**src/rtl/wrap_add_sub.sv**
```systemverilog
// wrap_add_sub: two-stage pipelined add/subtract with an optional
// modulo-MODULUS wrap. Stage 1 forms the raw WIDTH+1 bit sum/difference.
// Stage 2 applies the single modulo correction and derives the flags.
// Valid/ready handshakes on both ends, plus a synchronous flush.
module wrap_add_sub #(
  parameter int WIDTH   = 5,
  parameter int MODULUS = 32
) (
  input  logic             clk,
  input  logic             rst_n,
  input  logic             flush,
  input  logic             in_valid,
  output logic             in_ready,
  input  logic [WIDTH-1:0] a,
  input  logic [WIDTH-1:0] b,
  input  logic             op,
  input  logic             wrap_en,
  output logic             out_valid,
  input  logic             out_ready,
  output logic [WIDTH-1:0] result,
  output logic             carry,
  output logic             overflow,
  output logic             wrapped
);

  // MODULUS may equal 2**WIDTH, so it needs one extra bit
  localparam logic [WIDTH:0] ModVal = (WIDTH+1)'(MODULUS);

  logic             s1Valid_q, s1Valid_d;
  logic [WIDTH:0]   raw_q, raw_d;
  logic             op_q, op_d;
  logic             wrapEn_q, wrapEn_d;
  logic             aSign_q, aSign_d;
  logic             bSign_q, bSign_d;

  logic             s2Valid_q, s2Valid_d;
  logic [WIDTH-1:0] result_q, result_d;
  logic             carry_q, carry_d;
  logic             overflow_q, overflow_d;
  logic             wrapped_q, wrapped_d;

  logic             s2Advance;
  logic [WIDTH:0]   bTerm;
  logic [WIDTH-1:0] rawMinusMod;
  logic [WIDTH-1:0] rawPlusMod;
  logic [WIDTH-1:0] resultCalc;
  logic             carryCalc;
  logic             overflowCalc;
  logic             wrappedCalc;

  // Stage 2 can take new content when it is empty or its result leaves now;
  // stage 1 frees up under the same condition, and flush blocks acceptance
  assign s2Advance = !s2Valid_q || out_ready;
  assign in_ready  = !flush && (!s1Valid_q || s2Advance);

  // Subtraction is a + ~b + 1; bit WIDTH of the raw value is then "no borrow"
  assign bTerm = op ? {1'b0, ~b} : {1'b0, b};

  // Low-bit arithmetic is enough for the corrections: results are mod 2**WIDTH
  assign rawMinusMod = raw_q[WIDTH-1:0] - ModVal[WIDTH-1:0];
  assign rawPlusMod  = raw_q[WIDTH-1:0] + ModVal[WIDTH-1:0];

  // Stage 1 next state: capture a new operation whenever the stage is free
  always_comb begin
    s1Valid_d = s1Valid_q;
    raw_d     = raw_q;
    op_d      = op_q;
    wrapEn_d  = wrapEn_q;
    aSign_d   = aSign_q;
    bSign_d   = bSign_q;
    if (flush) begin
      s1Valid_d = 1'b0;
    end else if (in_ready) begin
      s1Valid_d = in_valid;
      if (in_valid) begin
        raw_d    = {1'b0, a} + bTerm + {{WIDTH{1'b0}}, op};
        op_d     = op;
        wrapEn_d = wrap_en;
        aSign_d  = a[WIDTH-1];
        bSign_d  = b[WIDTH-1];
      end
    end
  end

  // Result and flags from the stage 1 raw value; the wrap is applied at most once
  always_comb begin
    resultCalc  = raw_q[WIDTH-1:0];
    wrappedCalc = 1'b0;
    carryCalc   = raw_q[WIDTH];
    if (op_q) begin
      overflowCalc = (aSign_q != bSign_q) && (raw_q[WIDTH-1] != aSign_q);
    end else begin
      overflowCalc = (aSign_q == bSign_q) && (raw_q[WIDTH-1] != aSign_q);
    end
    if (wrapEn_q) begin
      if (!op_q) begin
        if (raw_q >= ModVal) begin
          resultCalc  = rawMinusMod;
          wrappedCalc = 1'b1;
        end
      end else if (!raw_q[WIDTH]) begin
        resultCalc  = rawPlusMod;
        wrappedCalc = 1'b1;
      end
    end
  end

  // Stage 2 next state: load from stage 1 when advancing, otherwise hold
  always_comb begin
    s2Valid_d  = s2Valid_q;
    result_d   = result_q;
    carry_d    = carry_q;
    overflow_d = overflow_q;
    wrapped_d  = wrapped_q;
    if (flush) begin
      s2Valid_d = 1'b0;
    end else if (s2Advance) begin
      s2Valid_d = s1Valid_q;
      if (s1Valid_q) begin
        result_d   = resultCalc;
        carry_d    = carryCalc;
        overflow_d = overflowCalc;
        wrapped_d  = wrappedCalc;
      end
    end
  end

  // Pipeline registers; reset empties both stages and zeroes the outputs
  always_ff @(posedge clk or negedge rst_n) begin
    if (!rst_n) begin
      s1Valid_q  <= 1'b0;
      raw_q      <= '0;
      op_q       <= 1'b0;
      wrapEn_q   <= 1'b0;
      aSign_q    <= 1'b0;
      bSign_q    <= 1'b0;
      s2Valid_q  <= 1'b0;
      result_q   <= '0;
      carry_q    <= 1'b0;
      overflow_q <= 1'b0;
      wrapped_q  <= 1'b0;
    end else begin
      s1Valid_q  <= s1Valid_d;
      raw_q      <= raw_d;
      op_q       <= op_d;
      wrapEn_q   <= wrapEn_d;
      aSign_q    <= aSign_d;
      bSign_q    <= bSign_d;
      s2Valid_q  <= s2Valid_d;
      result_q   <= result_d;
      carry_q    <= carry_d;
      overflow_q <= overflow_d;
      wrapped_q  <= wrapped_d;
    end
  end

  assign out_valid = s2Valid_q;
  assign result    = result_q;
  assign carry     = carry_q;
  assign overflow  = overflow_q;
  assign wrapped   = wrapped_q;

endmodule

```
**config.mk**
```make
export PLATFORM = sky130hd
export DESIGN_NAME = wrap_add_sub
export DESIGN_NICKNAME = d
export VERILOG_FILES = /design/src/rtl/wrap_add_sub.sv
export SDC_FILE = /design/constraint.sdc
export NUM_CORES = 1
export LEC_CHECK = 0
export CORE_MARGIN = 2
export CORE_UTILIZATION = 35
export DETAILED_ROUTE_END_ITERATION = 16
export DONT_BUFFER_PORTS = 1
export PLACE_DENSITY = 0.54
export SLEW_MARGIN = 15
export SYNTH_ARGS = -nofsm -noshare
export SYNTH_HDL_FRONTEND = slang
export SYNTH_SLANG_ARGS = --single-unit
```
**constraint.sdc**
```tcl
create_clock -name clk -period 4.1 [get_ports clk]
set_clock_uncertainty 0.1 [all_clocks]
set_input_delay 0.205 -clock clk [delete_from_list [all_inputs] [get_ports clk]]
set_output_delay 0.205 -clock clk [all_outputs]
set_load 0.01 [all_outputs]
```
==> impl_metrics.yaml <==
run_status:
  status: "completed"
placement:
  gp_congestion: 0.7156
  dpl_cell_area_sq_mm: 0.001092
  dp_hpwl_um: 1399
  port_buffers: 0
synth:
  ys_top_cells_by_area: "dfrtp_1 (46%), nand2_1 (8.0%), ha_1 (5.8%), mux2_4 (5.6%), xor2_1 (4.9%)"
  synth_ff_type: "dfrtp_1"
  synth_nets: 128
  synth.distinct_cells: 29
  syn-instance-count: 105
  synth_area_sq_mm: 0.001079
  synth_top_cell_area_share_pct: 46.40
  yosys-top-cells-count: "nand2_1 (23), dfrtp_1 (20), o21ai_1 (7)"
  synthArstFlopShare_pct: 100.0
  yosysMostFrequentCell: "nand2_1"
  synth_edf_count: 0
  seq_area_frac_synth_pct: 46.40
  synth_warnings: 0
  synth_seq_cells: 20
  yosys.area.top_type: "dfrtp_1"
  synth.avg_cell_area_sq_um: 10.27
cts:
  h-tree-depth: 1
  path_clk_slew_ps: 110
  cts_root_buf: "clkbuf_4"
  cts_tree: "yes"
  clk_latency_ps: 280
  cts.sinks: 20
  cts_buffers: 3
  clock_path_buffers: 2
sta:
  rsz0062_at_grt: "false"
  period_needed_ps: 1639
  fin_setup_tns_ps: 0
  max_slew.worst_pin.slew_ps: 904.0
  fmax_mhz: 610.1
  final-hold-violation-count: 0
  final-max-slew-violation-count: 0
  setup_viol: 0
  max_slew_margin_pct: 39.53
  period_share_pct: 39.98
detailed_routing:
  viasPerCell: 4.884
  drtPass1Iterations: 3
  num_vias: 713
  antenna_left: 0
  wl_per_cell_um: 12.75
  drt_iter0_markers: 18
  drc_errors: 0
  wl_um: 1861
layout:
  final_nets: 138
  multi_input_area_sq_um: 528.0
  seqCellArea_sq_um: 500.5
  drive_above_1_share_pct: 8.850
  antenna-diode-count: 0
  area_delta_synth_final_pct: 11.72
  fillers: 296
  design_area_sq_mm: 0.001205
global_route:
  grt_max_degree: 21
  grtUsageTotal_pct: 12.26
  grt_pass1_vias: 777
  antenna_found_initial: 0
  grt_pass1_wl_um: 3312
  overflow: 0
power:
  power_density_mw_per_mm2: 407.9
  switching_share_pct: 30.64
  seqPwrFrac_pct: 58.6
  p_sw_uw: 150.6
  p_leak_nw: 0.5671
  p_int_uw: 340.9
  peakVddDrop_uv: 101.0
  pwr-share-clk_pct: 18.0
  combPwrFrac_pct: 23.5
setup_path:
  critPathLaunchType: "flip-flop"
  crit_chain: "nand3b_1 -> nand2_1 -> a2111oi_4 -> nor3_1"
  cp_slowest_cell: "dfrtp_1"
  cp_max_fo: 16
  end_kind: "flip-flop"
  crit_required_ps: 4180
  crit_type: "flip-flop to flip-flop"
  cpPeakStageDelay_ps: 460
  reg2reg_slack_ps: 2460
  cp.arrival_ps: 1720
die:
  die_area_sq_mm: 0.003541
  start_util_pct: 35.92
  pin_count: 27
  die_w_um: 59.51
  fp-row-count: 20
  fp.coreArea_sq_mm: 0.003003
  die_h_um: 59.51
hold_path:
  hold_path_class: "input port to flip-flop"
flow_run:
  maxCapViolations: 0
layer usage:
metal | GRT usage, % | wire (um) | vias to the layer above
met4 | 5.714 | 25 | 0
met1 | 16.69 | 854 | 324
met5 | 0 | 0 | -
met3 | 3.057 | 109 | 4
li1 | - | - | 365
met2 | 18.21 | 872 | 20
power groups by stage:
stage                     logic [mW]  clock network (mW)  registers [mW]
after detailed placement       0.105                   0           0.293
after global routing           0.133               0.104           0.296
final                          0.115              0.0883           0.288
after global placement         0.103                   0           0.292
after floorplan               0.0963                   0           0.283
after CTS                      0.117              0.0934           0.289
critical path: cells and delay by family (launching register included):
kind | cells | cell delay (ps)
simple gates | 3 | 550
flops | 1 | 460
compound gates | 1 | 420
flip-flops by register name (all words and copies together), names as in the netlist:
| signal | flops |
|---|---|
| overflow | 1 |
| bSign_q | 1 |
| wrapped | 1 |
| op_q | 1 |
| carry | 1 |
| out_valid | 1 |
| raw_q | 6 |
| aSign_q | 1 |
| wrapEn_q | 1 |
| result | 5 |
| s1Valid_q | 1 |
final cells by class:
cell class | instances | area share [%]
clock buffer | 3 | 1.869
inverter | 6 | 1.869
multi-input combinational | 75 | 43.82
sequential | 20 | 41.54
tap | 33 | 3.427
timing repair buffer | 9 | 7.477
stage by stage:
| step | std cells | hold WS [ps] | power [mW] | setup slack [ps] | utilization [%] |
|---|---|---|---|---|---|
| floorplan | 105 | -190.6 | 0.3788 | 2410 | - |
| CTS | 146 | 38.35 | 0.4991 | 2470 | 40.13 |
| finish | 146 | 62.36 | 0.4915 | 2461 | 40.13 |
| detailed placement | 134 | -189.9 | 0.3983 | 2427 | 36.38 |
| global route | 146 | 66.09 | 0.5329 | 2335 | 40.13 |
| global placement | 134 | -190.0 | 0.3949 | 2437 | 36.38 |
path summary, 6_finish.rpt:
kind / from / end / cells past startpoint
hold / removal: out_ready / out_valid / 3
setup / recovery: out_valid / raw_q[5] / 4
setup reg to reg: out_valid / raw_q[5] / 4
hold reg to reg: wrapEn_q / wrapEn_q / 2
max in group asynchronous: rst_n / result[0] / 1
min in group asynchronous: rst_n / carry / 1
layout by cell type, fill, tap and decap left out:
cell type	count
a2111oi_4	1
a211o_1	2
a21oi_1	3
and2_1	1
and3_1	1
clkbuf_4	3
dfrtp_1	20
dlygate4sd3_1	9
fa_1	1
ha_1	5
inv_1	6
mux2_1	1
mux2_4	4
mux2i_2	1
nand2_1	23
nand3_1	1
nand3b_1	1
nand4_1	1
nor2_1	5
nor2b_1	3
nor3_1	2
nor3b_1	1
o21ai_0	1
o21ai_1	7
o21ai_2	1
xnor2_1	3
xor2_1	6
logic make-up after synthesis:
| kind of cell | after synthesis | synth area share (%) |
|---|---|---|
| buffers and inverters | 10 | 4.640 |
| adders and majority gates | 6 | 7.657 |
| AOI/OAI and AO/OA | 15 | 10.09 |
| and+or+nand+nor | 39 | 16.01 |
| xor gates and xnor gates | 9 | 7.309 |
| DFF | 20 | 46.40 |
| muxes | 6 | 7.888 |
timing repair:
| item | in CTS | in global routing |
|---|---|---|
| gates resized for setup | 0 | 0 |
| setup buffers | 0 | 0 |
| endpoints found under the hold margin | 27 | 0 |
| hold buffers | 9 | 0 |
(Power assumes the default switching activity.)
